<file path="config.mk">
export PLATFORM = sky130hd
export DESIGN_NAME = wb_exp_ram
export DESIGN_NICKNAME = d
export VERILOG_FILES = /design/src/rtl/wb_exp_ram.sv
export SDC_FILE = /design/constraint.sdc
export NUM_CORES = 1
export LEC_CHECK = 0
export CORE_MARGIN = 2
export CORE_UTILIZATION = 50
export CTS_BUF_LIST = sky130_fd_sc_hd__clkbuf_8
export DETAILED_ROUTE_END_ITERATION = 8
export PLACE_DENSITY = 0.65
export SETUP_SLACK_MARGIN = 0.1
export SLEW_MARGIN = 20
export SYNTH_ARGS = -nofsm -noshare
export SYNTH_HDL_FRONTEND = slang
export SYNTH_SLANG_ARGS = --single-unit
export TNS_END_PERCENT = 10
</file>
<file path="constraint.sdc">
create_clock -name clk -period 4.6 [get_ports clk]
set_input_delay 0.92 -clock clk [delete_from_list [all_inputs] [get_ports clk]]
set_output_delay 0.92 -clock clk [all_outputs]
set_load 0.02 [all_outputs]
</file>
<file path="src/rtl/wb_exp_ram.sv">
// wb_exp_ram: expected-value store, one synchronous write port, one asynchronous read port.
// No reset: contents survive a checker reset so a run can be repeated.
module wb_exp_ram #(
   parameter int unsigned DATA_W = 32,
   parameter int unsigned DEPTH  = 16,
   parameter int unsigned AW     = 4
) (
   input  logic              clk,
   input  logic              we,
   input  logic [AW-1:0]     waddr,
   input  logic [DATA_W-1:0] wdata,
   input  logic [AW-1:0]     raddr,
   output logic [DATA_W-1:0] rdata
);

   logic [DATA_W-1:0] mem [DEPTH];

   // Write port; a same-cycle read of the written address still sees the old word.
   always_ff @(posedge clk) begin
      if (we) begin
         mem[waddr] <= wdata;
      end
   end

   assign rdata = mem[raddr];

endmodule

</file>
==> results of run 1 <==
-- power by group through the flow --
stage | registers (mW) | logic, mW | clock network (mW)
floorplan | 5.34 | 0.313 | 0
global placement | 5.34 | 0.592 | 0
detailed placement | 5.35 | 0.596 | 0
CTS | 5.25 | 0.598 | 3.34
global route | 5.26 | 0.627 | 3.53
finish | 5.25 | 0.588 | 3.26
-- path summary, 6_finish.rpt --
kind              depth (start not counted)       from  slack, ns              endpoint
hold / removal                            1  wdata[30]       1.24  mem[3][30]$_DFFE_PP_
setup / recovery                          6   raddr[0]       0.68             rdata[13]
-- metrics by stage --
| stage | hold WS, ns | cells |
|---|---|---|
| final | 1.24 | 1516 |
| after CTS | 1.20 | 1516 |
| after global routing | 1.26 | 1516 |
| after detailed placement | 1.85 | 1382 |
| after global placement | 1.83 | 1382 |
| after floorplan | 1.02 | 806 |
-- final cells by class --
cell class,count,area (um^2),share of cell area
clock buffers,82,1130,0.0507
repair buffers,108,1170,0.0527
clock inverters,52,211,0.00949
flip-flops and latches,512,15400,0.690
multi-input cells,251,3750,0.168
well taps,511,639,0.0287
-- synth_stat cells --
master	instances
buf_4	11
nor2_1	13
nand2b_1	2
a22oi_1	64
nand3_1	1
clkbuf_1	17
buf_6	2
edfxtp_1	512
nand3b_1	2
or3b_2	1
buf_2	4
nor3_1	4
nor2b_1	2
nand2_1	33
and2_1	1
mux4_2	128
buf_1	9
-- placed cells by master (no fill, tap or decap) --
cell type / synthesis / final
mux4_2: 128 / 128
clkdlybuf4s50_1: 0 / 71
nand2_1: 33 / 33
inv_1: 0 / 26
buf_6: 2 / 1
clkbuf_8: 0 / 83
nor3_2: 0 / 4
edfxtp_1: 512 / 512
or3b_2: 1 / 1
nor2b_4: 0 / 2
buf_4: 11 / 21
nand3_1: 1 / 1
inv_6: 0 / 1
and2_2: 0 / 1
clkinv_2: 0 / 3
nand2b_1: 2 / 2
nor2_4: 0 / 13
clkinv_1: 0 / 20
nand3b_1: 2 / 2
a22oi_1: 64 / 64
buf_12: 0 / 14
clkinvlp_4: 0 / 2
-- cell families (layout without fill, tap and decap cells) --
| family | after synthesis | in the layout |
|---|---|---|
| AO/OA/AOI/OAI | 64 | 64 |
| buffers and inverters | 43 | 242 |
| flip-flops | 512 | 512 |
| multiplexers | 128 | 128 |
| AND/OR/NAND/NOR | 59 | 59 |
-- metal layers --
layer	track usage	vias up	wire length (um)
met5	0	-	0
met4	0.0590	0	720
met3	0.0358	66	2020
met2	0.350	278	20500
met1	0.304	4725	17600
li1	-	3769	-
-- critical path, stage by stage --
cell and delay, ns:
clkbuf_8 0.28, buf_12 0.30, mux4_2 0.54, a22oi_1 0.25, nand2_1 0.13, clkdlybuf4s50_1 0.56
==> impl_metrics.json, run 1 <==
{
  "status": "finished clean",
  "min_period_over_period": 0.853,
  "synthMuxAreaShare": 0.150,
  "via_count": 8838,
  "slew_headroom": 0.468,
  "postPlaceCellArea_um2": 20900,
  "fin_area_um2": 22300,
  "cts-resized-gates": 0,
  "rows": 71,
  "min-delay-path-class": "in -> reg",
  "cts_buffers": 80,
  "start_util": 0.509,
  "powerDensity_nw_per_um2": 409,
  "power.total_mw": 9.10,
  "cts_tree": "yes",
  "cts_root_buffer": "clkbuf_8",
  "cp-start-kind": "primary input",
  "top_register": "mem",
  "io_buffers": 73,
  "finalSetupViolCount": 0,
  "intPower_mw": 7.14,
  "dieArea_um2": 40000,
  "synth_top_cell_by_area": "edfxtp_1",
  "synth_area_leaders": "edfxtp_1, mux4_2, a22oi_1, nand2_1, buf_4",
  "reg_top3": "mem x512",
  "grt_pass1_wl_um": 60200,
  "diodes": 0,
  "grt-ovfl-total": 0,
  "cts.sinks": 512,
  "drt-pass1-iter-count": 5,
  "power_frac_clock": 0.358,
  "cp.required_ns": 3.68,
  "die_h_um": 200,
  "ant_nets": 0,
  "tightest_slew_ns": 0.796,
  "rsz0062_at_grt": "false",
  "sequentialPowerShare": 0.577,
  "n_fill_cell": 2734,
  "clkTransAtPathRegs_ns": 0.06,
  "post_drt_wl_per_cell_um": 27.0,
  "synth-xor-area-share": 0,
  "arrival_ns": 3.00,
  "max_freq_mhz": 255,
  "grt_antenna_before_repair": 0,
  "place_ws_ns": 0.647,
  "nets": 995,
  "postSynthAreaPerCell_um2": 23.8,
  "drt_iter0_drc": 678,
  "combinationalPowerShare": 0.065,
  "synth_nets": 848,
  "totalWireLength_um": 40900,
  "cts_setup_buffers": 0,
  "synth.top_cell.area_share": 0.800,
  "synth_cell_types": 17,
  "switching_share": 0.216,
  "worstPathMaxFanout": 28,
  "synthSimpleGateAreaFrac": 0.0132,
  "hpwl_um": 20800,
  "utilization": 0.590,
  "layout_setup_ws_ns": 0.678,
  "h-tree-depth": 3,
  "netlist_area_um2": 19200,
  "path_class": "in -> out",
  "cts_buffer_depth": 3,
  "ys_ff_latch": 512,
  "syn2layout_area_growth_pct": 15.9,
  "synthCells": 806,
  "grt_max_degree": 38,
  "end_kind": "primary output",
  "hold_viol": 0,
  "synth_compound_area_frac": 0.0250,
  "drcViolationCount": 0,
  "fin_tns_setup_ns": 0,
  "via_per_inst": 5.83,
  "yosysWarnings": 0,
  "maxSlewViolCount": 0,
  "maxCapViolCount": 0,
  "coreArea_um2": 37800,
  "synthAdderAreaFrac": 0,
  "drive_gt1_frac": 0.273,
  "p_leak_nw": 7.05,
  "min_period_ns": 3.92,
  "gp_congestion": 0.690,
  "peakVddDrop_v": 0.000272,
  "grt_usage": 0.214,
  "die_w_um": 200,
  "cts_hold_buf": 0,
  "switchingPower_mw": 1.97,
  "synth_seq_area_share": 0.800,
  "largest_register_ffs": 512,
  "synth_top_family_by_area": "multiplexers",
  "ioPinCount": 74,
  "grt_pass1_vias": 9257
}
(Power assumes the default switching activity.)
==> run 2: changes to the inputs <==
==> constraint.sdc (replaced) <==
create_clock -name clk -period 4.7 [get_ports clk]
set_input_delay 0.94 -clock clk [delete_from_list [all_inputs] [get_ports clk]]
set_output_delay 0.94 -clock clk [all_outputs]
set_load 0.02 [all_outputs]
==> run 2 against run 1 <==
  * First-iteration DRC count is 17% higher
  * Highest routed layer unchanged
  * Power is 0.16% higher
  * Worst setup slack worse by 0.050 ns
  * Sequential share of layout area fell by 0.52 points
  * Non-clock buffer count up 9
  * Cell area increased by 0.75%
==> impl_metrics.json, run 2 (synthesis gave the netlist of run 1 again) <==
{
  "status": "finished clean",
  "path_class": "in -> out",
  "cp.required_ns": 3.76,
  "max_freq_mhz": 246,
  "multi_input_area_um2": 3750,
  "drt-pass1-iter-count": 5,
  "fin_tns_setup_ns": 0,
  "grt_pass1_vias": 9458,
  "largest_register_ffs": 512,
  "cts_hold_buf": 0,
  "globalRouteMet2Util": 0.354,
  "worstPathMaxFanout": 38,
  "finalSetupViolCount": 0,
  "rows": 71,
  "min_to": "mem[4][13]$_DFFE_PP_",
  "cts_tree": "yes",
  "syn2layout_area_growth_pct": 16.8,
  "coreArea_um2": 37800,
  "via_per_inst": 5.84,
  "io_buffers": 73,
  "cts-resized-gates": 0,
  "postPlaceCellArea_um2": 21000,
  "cts.sinks": 512,
  "p_leak_nw": 7.17,
  "clkTransAtPathRegs_ns": 0.06,
  "via_count": 8949,
  "holdPathStages": 1,
  "power.total_mw": 9.12,
  "cts_setup_buffers": 0,
  "dieArea_um2": 40000,
  "die_h_um": 200,
  "post_drt_wl_per_cell_um": 26.7,
  "grt_antenna_before_repair": 0,
  "cts_buffer_depth": 3,
  "diodes": 0,
  "min_period_ns": 4.07,
  "drive_gt1_frac": 0.282,
  "grt-ovfl-total": 0,
  "grt_pass1_wl_um": 60400,
  "totalWireLength_um": 40800,
  "start_util": 0.509,
  "maxCapViolCount": 0,
  "powerDensity_nw_per_um2": 406,
  "top_register": "mem",
  "peakVddDrop_v": 0.000234,
  "cts_buffers": 82,
  "grt_max_degree": 50,
  "rsz0062_at_grt": "false",
  "min_period_over_period": 0.866,
  "gp_congestion": 0.696,
  "arrival_ns": 3.13,
  "hold_ws_ns": 1.27,
  "ant_nets": 0,
  "grt.met1_usage": 0.292,
  "top_usage_layer": "met2",
  "hp-start": "wdata[13]",
  "die_w_um": 200,
  "grt_usage": 0.213,
  "final_cell_mix": "edfxtp_1, mux4_2, clkbuf_8",
  "drcViolationCount": 0,
  "gr-usage-met3": 0.0366,
  "h-tree-depth": 3,
  "min-delay-path-class": "in -> reg",
  "ioPinCount": 74,
  "hold_viol": 0,
  "fin_area_um2": 22400,
  "reg_top3": "mem x512",
  "cp-start-kind": "primary input",
  "n_fill_cell": 2734,
  "drt_iter0_drc": 792,
  "layout_commonest_cell": "edfxtp_1",
  "end_kind": "primary output",
  "cts_root_buffer": "clkbuf_8",
  "maxSlewViolCount": 0,
  "seq_area_um2": 15400,
  "slew_headroom": 0.470,
  "hpwl_um": 21700,
  "nets": 1006,
  "tightest_slew_ns": 0.793
}
[run 2: cell count changes in the layout (fill, tap and decap cells not counted), sizes merged]
| cell | delta |
|---|---|
| clkbuf | +4 |
| bufinv | +2 |
| clkinvlp | -2 |
| inv | +1 |
| clkinv | +2 |
| buf | +9 |
[run 2: metal layers]
metal | vias to the layer above | routed length, um
met5 | - | 0
met4 | 0 | 905
met3 | 70 | 2500
met2 | 309 | 20400
met1 | 4767 | 17000
li1 | 3803 | -
[run 2: final cells by class]
class | instances | area share
sequential | 512 | 0.685
clock buffer | 86 | 0.0527
multi-input combinational | 251 | 0.167
clock inverter | 55 | 0.0120
timing repair buffer | 117 | 0.0547
tap | 511 | 0.0285
[run 2: worst max-delay path by stage]
| stage | from | endpoint | cells past startpoint |
|---|---|---|---|
| after floorplan | waddr[2] | mem[0][0]$_DFFE_PP_ | 2 |
| after global placement | raddr[0] | rdata[22] | 6 |
| after detailed placement | raddr[0] | rdata[22] | 6 |
| after CTS | raddr[0] | rdata[22] | 6 |
| after global routing | raddr[0] | rdata[27] | 6 |
| final | raddr[0] | rdata[3] | 6 |
[run 2: through the flow]
stage          utilization  worst slack, ns  std cells
3_5_place_dp         0.556            0.567       1391
6_report             0.594            0.628       1532
2_1_floorplan            -            0.580        806
4_1_cts              0.594            0.573       1532
3_3_place_gp         0.556            0.529       1391
5_1_grt              0.594            0.478       1532
[run 2: critical path, cell delays in order]
cell             delay (ns)
clkbuf_8               0.41
buf_4                  0.31
mux4_2                 0.52
a22oi_1                0.19
nand2_1                0.13
clkdlybuf4s50_1        0.56
[run 2: where the power goes]
group,total (mW),switching [mW],internal [mW]
clock,3.40,1.61,1.79
sequential,5.14,0.0187,5.12
combinational,0.575,0.316,0.259
==> run 3: changes to the inputs <==
--- a/config.mk
+++ b/config.mk
@@ -11,7 +11,7 @@
 export DETAILED_ROUTE_END_ITERATION = 8
 export PLACE_DENSITY = 0.65
 export SETUP_SLACK_MARGIN = 0.1
-export SLEW_MARGIN = 20
+export SLEW_MARGIN = 10
 export SYNTH_ARGS = -nofsm -noshare
 export SYNTH_HDL_FRONTEND = slang
 export SYNTH_SLANG_ARGS = --single-unit
==> constraint.sdc (replaced) <==
create_clock -name clk -period 4.9 [get_ports clk]
set_input_delay 0.98 -clock clk [delete_from_list [all_inputs] [get_ports clk]]
set_output_delay 0.98 -clock clk [all_outputs]
set_load 0.02 [all_outputs]
==> run 3 against run 2 <==
  * Clock power decreased by 2%
  * Global-route usage up 0.29 points
  * Routed wire length is 0.45% higher
  * Critical path depth unchanged
  * Sequential power shrank 4.1%
  * Largest power group unchanged
  * Cell count increased by 0.13%
  * Worst hold slack improved by 0.026 ns
  * Worst setup slack got worse by 0.11 ns
==> impl_metrics.json, run 3 (synthesis gave the netlist of run 1 again) <==
{
  "status": "finished clean",
  "slew_headroom": 0.388,
  "end_kind": "primary output",
  "grt_usage": 0.216,
  "holdPathStages": 1,
  "fin_tns_setup_ns": 0,
  "final_cell_mix": "edfxtp_1, mux4_2, clkbuf_8",
  "maxSlewViolCount": 0,
  "min-delay-path-class": "in -> reg",
  "p_leak_nw": 7.10,
  "grt_pass1_vias": 9421,
  "coreArea_um2": 37800,
  "grt_max_degree": 45,
  "cts_buffers": 81,
  "n_fill_cell": 2708,
  "hp-start": "wdata[9]",
  "peakVddDrop_v": 0.000240,
  "h-tree-depth": 3,
  "path_class": "in -> out",
  "cts-resized-gates": 0,
  "min_to": "mem[2][9]$_DFFE_PP_",
  "dieArea_um2": 40000,
  "die_w_um": 200,
  "drt-pass1-iter-count": 5,
  "cts_setup_buffers": 0,
  "ioPinCount": 74,
  "worstPathMaxFanout": 16,
  "largest_register_ffs": 512,
  "cts_buffer_depth": 3,
  "cp.required_ns": 3.92,
  "path_common_cell": "clkdlybuf4s50_1",
  "cts_hold_buf": 0,
  "timing.critical_path.buf_inv": 3,
  "totalWireLength_um": 41000,
  "layout_commonest_cell": "edfxtp_1",
  "grt.met1_usage": 0.295,
  "nets": 1001,
  "powerDensity_nw_per_um2": 393,
  "ant_nets": 0,
  "io_buffers": 73,
  "hold_viol": 0,
  "rows": 71,
  "arrival_ns": 3.40,
  "hold_ws_ns": 1.30,
  "grt_antenna_before_repair": 1,
  "hpwl_um": 21300,
  "path_delay_family": "buffers and inverters",
  "grt-ovfl-total": 0,
  "min_period_over_period": 0.894,
  "slowest_stage": "nor2b_4",
  "cts.sinks": 512,
  "path_cells": "clkdlybuf4s50_1 > nor2b_4 > buf_4 > a22oi_1 > nand2_1 > clkdlybuf4s50_1",
  "finalSetupViolCount": 0,
  "via_count": 8960,
  "clkTransAtPathRegs_ns": 0.06,
  "cts_root_buffer": "clkbuf_8",
  "drt_iter0_drc": 806,
  "drcViolationCount": 0,
  "maxCapViolCount": 0,
  "gr-usage-met3": 0.0368,
  "die_h_um": 200,
  "tightest_slew_ns": 0.916,
  "drive_gt1_frac": 0.284,
  "cts_tree": "yes",
  "globalRouteMet2Util": 0.363,
  "min_period_ns": 4.38,
  "start_util": 0.509,
  "top_register": "mem",
  "via_per_inst": 5.84,
  "post_drt_wl_per_cell_um": 26.7,
  "reg_top3": "mem x512",
  "max_freq_mhz": 228,
  "gp_congestion": 0.702,
  "cp-start-kind": "primary input",
  "grt_pass1_wl_um": 60700,
  "syn2layout_area_growth_pct": 16.4,
  "rsz0062_at_grt": "false",
  "top_usage_layer": "met2",
  "max_stage_delay_ns": 0.72
}
-- run 3: through the flow --
step | instances | instance area [um^2] | utilization | setup slack, ns | power (mW)
floorplan | 806 | 19200 | - | 0.740 | 5.31
global placement | 1387 | 20900 | 0.553 | 0.563 | 5.56
detailed placement | 1387 | 20900 | 0.553 | 0.516 | 5.57
CTS | 1533 | 22400 | 0.592 | 0.515 | 8.88
global route | 1534 | 22400 | 0.593 | 0.462 | 9.12
finish | 1534 | 22400 | 0.593 | 0.521 | 8.80
-- run 3: how the worst max path moves through the flow --
stage                   from                   to  slack, ns  cells past startpoint
global placement    raddr[3]            rdata[23]       0.56                      6
finish              raddr[3]            rdata[20]       0.52                      6
detailed placement  raddr[3]            rdata[23]       0.52                      6
global route        raddr[3]            rdata[18]       0.46                      6
CTS                 raddr[3]            rdata[23]       0.52                      6
floorplan           waddr[2]  mem[0][0]$_DFFE_PP_       0.74                      2
-- run 3: per-layer routing --
layer  up-vias  routed length [um]
li1       3800                   -
met1      4813               17100
met2       281               21100
met3        66                2090
met4         0                 810
met5         -                   0
-- run 3: area by class of cell --
| cell class | count | area, um^2 | area share |
|---|---|---|---|
| tap | 511 | 639 | 0.0286 |
| multi-input combinational | 251 | 3750 | 0.168 |
| clock buffer | 83 | 1140 | 0.0511 |
| timing repair buffer | 113 | 1120 | 0.0502 |
| clock inverter | 63 | 339 | 0.0152 |
| antenna | 1 | 2.50 | 0.000112 |
| sequential | 512 | 15400 | 0.687 |
-- run 3: where the power goes --
part           internal (mW)  leakage (nW)  switching [mW]
Sequential              4.91          4.63          0.0179
Combinational          0.242          1.65           0.302
Clock                   1.73         0.824            1.59
Total                   6.89          7.10            1.91
